`src/rtl/sipo_pkg.sv`:
```
// Shared constants and helpers for the serial-in/parallel-out shift register.
package sipo_pkg;

  localparam int WIDTH_DEFAULT = 8;

  // Width of the in-word bit counter; never narrower than one bit.
  function automatic int cnt_width(input int width);
    return (width > 2) ? $clog2(width) : 1;
  endfunction

endpackage

```
`src/rtl/sipo_bit_counter.sv`:
```
// Counts enabled bits within a word; wraps to 0 and strobes `last` on the final bit.
// Counter updates one edge after each enabled bit; last is combinational on enable.
module sipo_bit_counter
  import sipo_pkg::*;
#(
  parameter int WIDTH = WIDTH_DEFAULT
) (
  input  logic                          clk,
  input  logic                          rst,
  input  logic                          clear,
  input  logic                          enable,
  output logic [cnt_width(WIDTH)-1:0]   bit_cnt,
  output logic                          last
);

  localparam int CW = cnt_width(WIDTH);
  localparam logic [CW-1:0] CNT_MAX = CW'(WIDTH - 1);

  logic [CW-1:0] cnt_q, cnt_d;

  always_comb begin
    last  = enable && !clear && (cnt_q == CNT_MAX);
    cnt_d = cnt_q;
    if (clear) begin
      cnt_d = '0;
    end else if (enable) begin
      cnt_d = last ? '0 : cnt_q + CW'(1);
    end
  end

  always_ff @(posedge clk) begin
    if (rst) begin
      cnt_q <= '0;
    end else begin
      cnt_q <= cnt_d;
    end
  end

  assign bit_cnt = cnt_q;

endmodule

```
`src/rtl/sipo_shift_register.sv`:
```
// Serial-in/parallel-out register, LSB first; word visible 1 edge after its last bit.
// No serial backpressure; SIPO_OVERRUN_EN drops unacked words and flags overrun.
module sipo_shift_register
  import sipo_pkg::*;
#(
  parameter int WIDTH = WIDTH_DEFAULT
) (
  input  logic                          clk,
  input  logic                          rst,
  input  logic                          clear,
  input  logic                          enable,
  input  logic                          sr_in,
  input  logic                          out_ack,
  output logic [WIDTH-1:0]              p_out,
  output logic                          out_valid,
`ifdef SIPO_OVERRUN_EN
  output logic                          overrun,
`endif
  output logic [cnt_width(WIDTH)-1:0]   bit_cnt
);

  // Only WIDTH-1 earlier bits need storing; the current sr_in completes the word.
  logic [WIDTH-2:0] sr_q, sr_d;
  logic [WIDTH-1:0] p_out_q, p_out_d;
  logic             out_valid_q, out_valid_d;
  logic [WIDTH-1:0] shifted;
  logic             last;

  sipo_bit_counter #(
    .WIDTH (WIDTH)
  ) u_bit_counter (
    .clk     (clk),
    .rst     (rst),
    .clear   (clear),
    .enable  (enable),
    .bit_cnt (bit_cnt),
    .last    (last)
  );

`ifdef SIPO_OVERRUN_EN
  logic overrun_q, overrun_d;
`endif

  always_comb begin
    shifted     = {sr_in, sr_q};
    sr_d        = sr_q;
    p_out_d     = p_out_q;
    out_valid_d = out_valid_q;
`ifdef SIPO_OVERRUN_EN
    overrun_d   = overrun_q;
`endif
    if (clear) begin
      sr_d        = '0;
      p_out_d     = '0;
      out_valid_d = 1'b0;
`ifdef SIPO_OVERRUN_EN
      overrun_d   = 1'b0;
`endif
    end else begin
      if (enable) begin
        sr_d = shifted[WIDTH-1:1];
      end
      if (last) begin
        if (!out_valid_q || out_ack) begin
          p_out_d     = shifted;
          out_valid_d = 1'b1;
        end else begin
`ifdef SIPO_OVERRUN_EN
          overrun_d   = 1'b1;
`else
          p_out_d     = shifted;
`endif
        end
      end else if (out_ack) begin
        out_valid_d = 1'b0;
      end
    end
  end

  always_ff @(posedge clk) begin
    if (rst) begin
      sr_q        <= '0;
      p_out_q     <= '0;
      out_valid_q <= 1'b0;
`ifdef SIPO_OVERRUN_EN
      overrun_q   <= 1'b0;
`endif
    end else begin
      sr_q        <= sr_d;
      p_out_q     <= p_out_d;
      out_valid_q <= out_valid_d;
`ifdef SIPO_OVERRUN_EN
      overrun_q   <= overrun_d;
`endif
    end
  end

  assign p_out     = p_out_q;
  assign out_valid = out_valid_q;
`ifdef SIPO_OVERRUN_EN
  assign overrun   = overrun_q;
`endif

endmodule

```
`config.mk`:
```
export PLATFORM = sky130hd
export DESIGN_NAME = sipo_shift_register
export DESIGN_NICKNAME = d
export VERILOG_FILES = /design/src/rtl/sipo_pkg.sv /design/src/rtl/sipo_bit_counter.sv /design/src/rtl/sipo_shift_register.sv
export SDC_FILE = /design/constraint.sdc
export NUM_CORES = 1
export LEC_CHECK = 0
export CAP_MARGIN = 20
export CELL_PAD_IN_SITES_DETAIL_PLACEMENT = 0
export CELL_PAD_IN_SITES_GLOBAL_PLACEMENT = 1
export CORE_AREA = 2 2 44 57
export CTS_BUF_LIST = sky130_fd_sc_hd__clkbuf_4
export DETAILED_ROUTE_END_ITERATION = 6
export DIE_AREA = 0 0 46 59
export PLACE_DENSITY = 0.79
export SYNTH_ARGS = -nofsm -noshare
export SYNTH_HDL_FRONTEND = slang
export SYNTH_SLANG_ARGS = --single-unit
```
`constraint.sdc`:
```
create_clock -name clk -period 1.8 [get_ports clk]
set_input_delay 0.27 -clock clk [delete_from_list [all_inputs] [get_ports clk]]
set_output_delay 0.27 -clock clk [all_outputs]
set_load 0.02 [all_outputs]
```
* Word-level counts from Yosys, hierarchy flattened *
Cells that the tools add are included.

cells by class
  add/subtract/negate cells = 1
  multiply operators = 0
  div/mod/pow operators = 0
  $lt $le $gt $ge = 0
  equal/unequal tests = 2
  shift operators = 0
  muxes and demuxes = 4
  bitwise gates (word level) = 0
  reductions and logical operators = 8

operators with widths
  kind                                                              number
  3-bit by 1-bit adder with 3-bit output (second input constant)    1
  3-bit == test (second input constant)                             1
  1-bit two-way mux                                                 3
  3-bit two-way mux                                                 1
  1-bit logical AND                                                 2
  1-bit zero test                                                   2
  2-bit by 1-bit != test with 1-bit output (second input constant)  1
  2-bit AND reduction                                               1
  2-bit nonzero test                                                1
  2-bit OR reduction                                                1
  1-bit logical OR                                                  1

word-level totals
  register bits = 19
  bits in latches = 0
  memory bits (writable) = 0
  memory bits (read-only) = 0
  input port bits = 6
  output and inout bits = 12
  word-level logic and storage cells = 19
  memories = 0

* Longest topological paths before layout *
  depth in word-level cells = 5
  mapped depth = 6
  depth with buffers taken out = 4

* Hierarchy *
Synthesis repeated with hierarchy kept, for this count alone.

unflattened totals
  cells, all modules = 68
  area total of the unflattened synthesis = 772.0 um^2

by module, submodules not included
  module               instances  cells each  area an instance (um^2)
  sipo_shift_register  1          54          614.3
  sipo_bit_counter     1          14          157.7

* Least setup slack after synthesis *
Ideal clock, no wire load.

  path kind = reg-to-reg
  start point = register u_bit_counter.cnt_q[0] (netlist: u_bit_counter.bit_cnt[0])
  end point = register u_bit_counter.cnt_q[0] (netlist: u_bit_counter.bit_cnt[0])
  library setup time = 0.066 ns
  arrival time = 1.359 ns
  data required time = 1.734 ns
  slack = 0.375 ns
  stages on the path, launching flop included = 6
  path buffers = 1
  clock period less this slack = 1.425 ns
  path through = dfxtp_1 > ha_1 > ha_1 > buf_6 > or3b_1 > a21oi_2

on the way
  word-level cells in the longest chain between the ends = 3

RTL lines
  what                                                                                            RTL line                source
  start, declared                                                                                 sipo_bit_counter.sv:19  logic [CW-1:0] cnt_q, cnt_d;
  start signal, assigned                                                                          sipo_bit_counter.sv:35  cnt_q <= cnt_d;
  parallel branches: the longest is 2 deep, another holds 3-bit by 1-bit adder with 3-bit output  -
  3-bit two-way mux (*)                                                                           sipo_bit_counter.sv:27  cnt_d = last ? '0 : cnt_q + CW'(1);

Every way passes the cells marked *.
A chain may end at the register's enable or synchronous reset.

* Worst setup path in the final report *
Ends and elaborated chain as after synthesis.

==> impl_results.md <==
* Final Hold Viols at 0
* Number of global-route vias before repair at 547
* Die Width at between 40 and 50 um
* Simple-Gate Fraction of Synth Area at 0.141
* Most used cell, CP: ha_1
* Final Worst Setup Slack at approximately 0.23 ns
* PwrDens at 702 mW/mm2
* Hold-fix buffers, CTS at 0
* Placer Congestion at 0.673
* Worst min-delay path startpoint: out_valid
* Critical Path RT at 2.02 ns
* Slew Limit Fails at 0
* Hold endpoint: out_valid
* RSZ-0062 raised after global routing: no
* Largest family of logic cells by synthesized area: compound AO/OA/AOI/OAI gates
* Worst Hold Depth at 2
* DR iter-0 viols at 3
* DRC at 0
* Max VDD drop at 0.000381 V
* Psw at about 150 uW
* CTS tree: done
* Clock Skews at between 0.0008 and 0.0009 ns
* CTS max path bufs at 2
* I/O pin cnt at 18
* Crit Path Class: reg -> reg
* Crit path largest cell delay at between 0.4 and 0.5 ns
* Internal at 546 uW
* Crit path time final at between 1.5 and 2 ns
* ANT cells at 0
* Setup TNS at 0 ns
* DRT Wirelength at 1.29 mm
* XOR/XNOR Fraction of Synth Area at 0
* Crit end category: flop
* Compound-gate portion of the synthesized area at 0.179
* Slowest-stage cell, CP: or3b_1
* CTS resizes at 0
* Final period utilization at 0.872
* Fmax at 637 MHz
* Worst Setup SP: u_bit_counter.bit_cnt[0]
* CTS Buf Count at 3
* Vias at 572
* Post-Synthesis Net Count at 86
* Clock Latency Late Sink at 0.28 ns
* Final antenna-violating net count at 0
* First-pass iteration count of the detailed router at 2
* Largest net degree at the start of global routing at 20
* Most frequent cells in the layout: 19 x dfxtp_1, 17 x clkdlybuf4s50_1
* Worst R2R Setup Slack at 0.23 ns
* Reg-to-Reg Start: u_bit_counter.bit_cnt[0]
* Comb pwr share at 0.066
* Sw frac at 0.213
* Most crowded layer after global routing: met2
* Run status: complete, no violations
* Layout cells sized above 1 at 0.181
* Mapped Avg Cell Area at 10.5 um2
* CP Cell Sequence: ha_1 > ha_1 > or3b_1 > a21oi_2
* Met2 usage at 0.167
* Cells on worst reg2reg path at 4
* # H-tree levels at 1
* Initial Util at 0.382
* Ys Warns at 0
* Arrival time worst endpoint at 1.79 ns
* Die Ht at between 50 and 60 um
* CORE AREA at ~0.0021 mm2
* Num Clock Sinks at 19
* Leakage Power at 0.000368 uW
* DIE AREA at 0.00271 mm2
* Area grow syn2layout at 20.8%
* DR vias/cell at just under 5
* GRT met3 Usage at 0.0366
* Routed len/inst at between 10 and 15 um
* Port Buffers at 17
* Clk network pwr share at 0.322
* Final setup fails at 0
* Post-synth cell types at 15
* Worst-path fanout max at 19
* Reg2reg end: u_bit_counter.bit_cnt[0]
* Register share of total power at 0.612
* Grt met1 use at 0.143
* Root buf cell: clkbuf_4
* Rows at 19
* Max Cap Viol at 0
* Post-Synth Adder-Cell Area at 0.0306
* Nets at 103
* Post-place setup slack at 0.232 ns
* Synthesized cell area at 818 um2
* Worst rel slew slack at 0.529
* Synth Register Bits at 19
* Setup bufs post-CTS at 0
* Commonest non-fill, non-tap cell in the layout: dfxtp_1
* Element type at the critical path start: flop
* Post-synthesis mux area share at 0.0979
* Hold Crit Class: reg -> reg
* Initial antenna violation count at 0
* Grt total ovfl at 0
* Seq/Total Area, Yosys at 0.465
* Tightest Pin Transition at between 0.7 and 0.8 ns
* First-pass GRT wire length at around 2.2 mm
* Gr usage total at 0.111
* Worst-path clk slew at 0.10 ns
* Gate count of the mapped netlist at 78
* Post-DP HPWL at about 910 um
critical path, delay by kind of cell (launching register included):
kind / cells / cell delay, ns
simple gates: 1 / 0.45
compound gates: 1 / 0.11
flops: 1 / 0.35
fa+ha+maj: 2 / 0.60
power groups by stage:
stage / Sequential, uW / Combinational, uW / Clock (uW)
5_1_grt: 425 / 50.1 / 262
2_1_floorplan: 435 / 34.4 / 0
4_1_cts: 425 / 46.7 / 236
6_report: 424 / 46.1 / 223
3_3_place_gp: 434 / 46.2 / 0
3_5_place_dp: 434 / 46.7 / 0
registers in the layout (all words and copies together), names as in the netlist:
name and count:
out_valid 1, u_bit_counter.bit_cnt 3, p_out 8, sr_q 7
Yosys cell counts:
cell | instances | area share
buf_6 | 5 | 0.069
a21bo_2 | 8 | 0.098
ha_1 | 2 | 0.031
nand3b_1 | 1 | 0.0092
mux2i_1 | 8 | 0.098
dfxtp_1 | 19 | 0.46
nor2_1 | 8 | 0.037
nand2_1 | 1 | 0.0046
buf_4 | 2 | 0.018
nand3_1 | 8 | 0.049
or3b_1 | 1 | 0.011
nand2b_1 | 3 | 0.023
a21oi_2 | 3 | 0.032
or2_1 | 1 | 0.0077
a21oi_1 | 8 | 0.049
logic make-up (layout without fill, tap and decap cells):
logic type | after synthesis | after routing
AND/OR/NAND/NOR | 23 | 23
adder cells (fa/ha/maj) | 2 | 2
AO/OA/AOI/OAI | 19 | 19
buffers and inverters | 7 | 23
multiplexers | 8 | 8
flip-flops | 19 | 19
layer usage:
metal | vias up | part of all wire
met4 | 0 | 0
met2 | 6 | 0.48
li1 | 302 | -
met3 | 0 | 0.028
met5 | - | 0
met1 | 264 | 0.49
final cells by class:
cell class	count	area (um2)
multi-input cells	52	367
repair buffers	19	185
well taps	21	26.3
clock buffers	4	30.0
fillers	213	1150
flip-flops and latches	19	380
through the flow:
step	utilization	cell area, um2	power [uW]	std cells	hold WS, ns
after floorplan	-	818	470	78	0.417
after global placement	0.448	958	480	111	0.462
after detailed placement	0.448	958	481	111	0.469
after CTS	0.462	988	707	115	0.485
after global routing	0.462	988	737	115	0.522
final	0.462	988	694	115	0.478
how the worst max path moves through the flow:
stage	to	cells past startpoint	slack (ns)
floorplan	u_bit_counter.bit_cnt[0]	5	0.37
global placement	u_bit_counter.bit_cnt[0]	4	0.24
detailed placement	u_bit_counter.bit_cnt[1]	3	0.23
CTS	u_bit_counter.bit_cnt[0]	4	0.20
global route	u_bit_counter.bit_cnt[0]	4	0.11
finish	u_bit_counter.bit_cnt[0]	4	0.23
No activity file was read; power rests on OpenSTA's default activity.
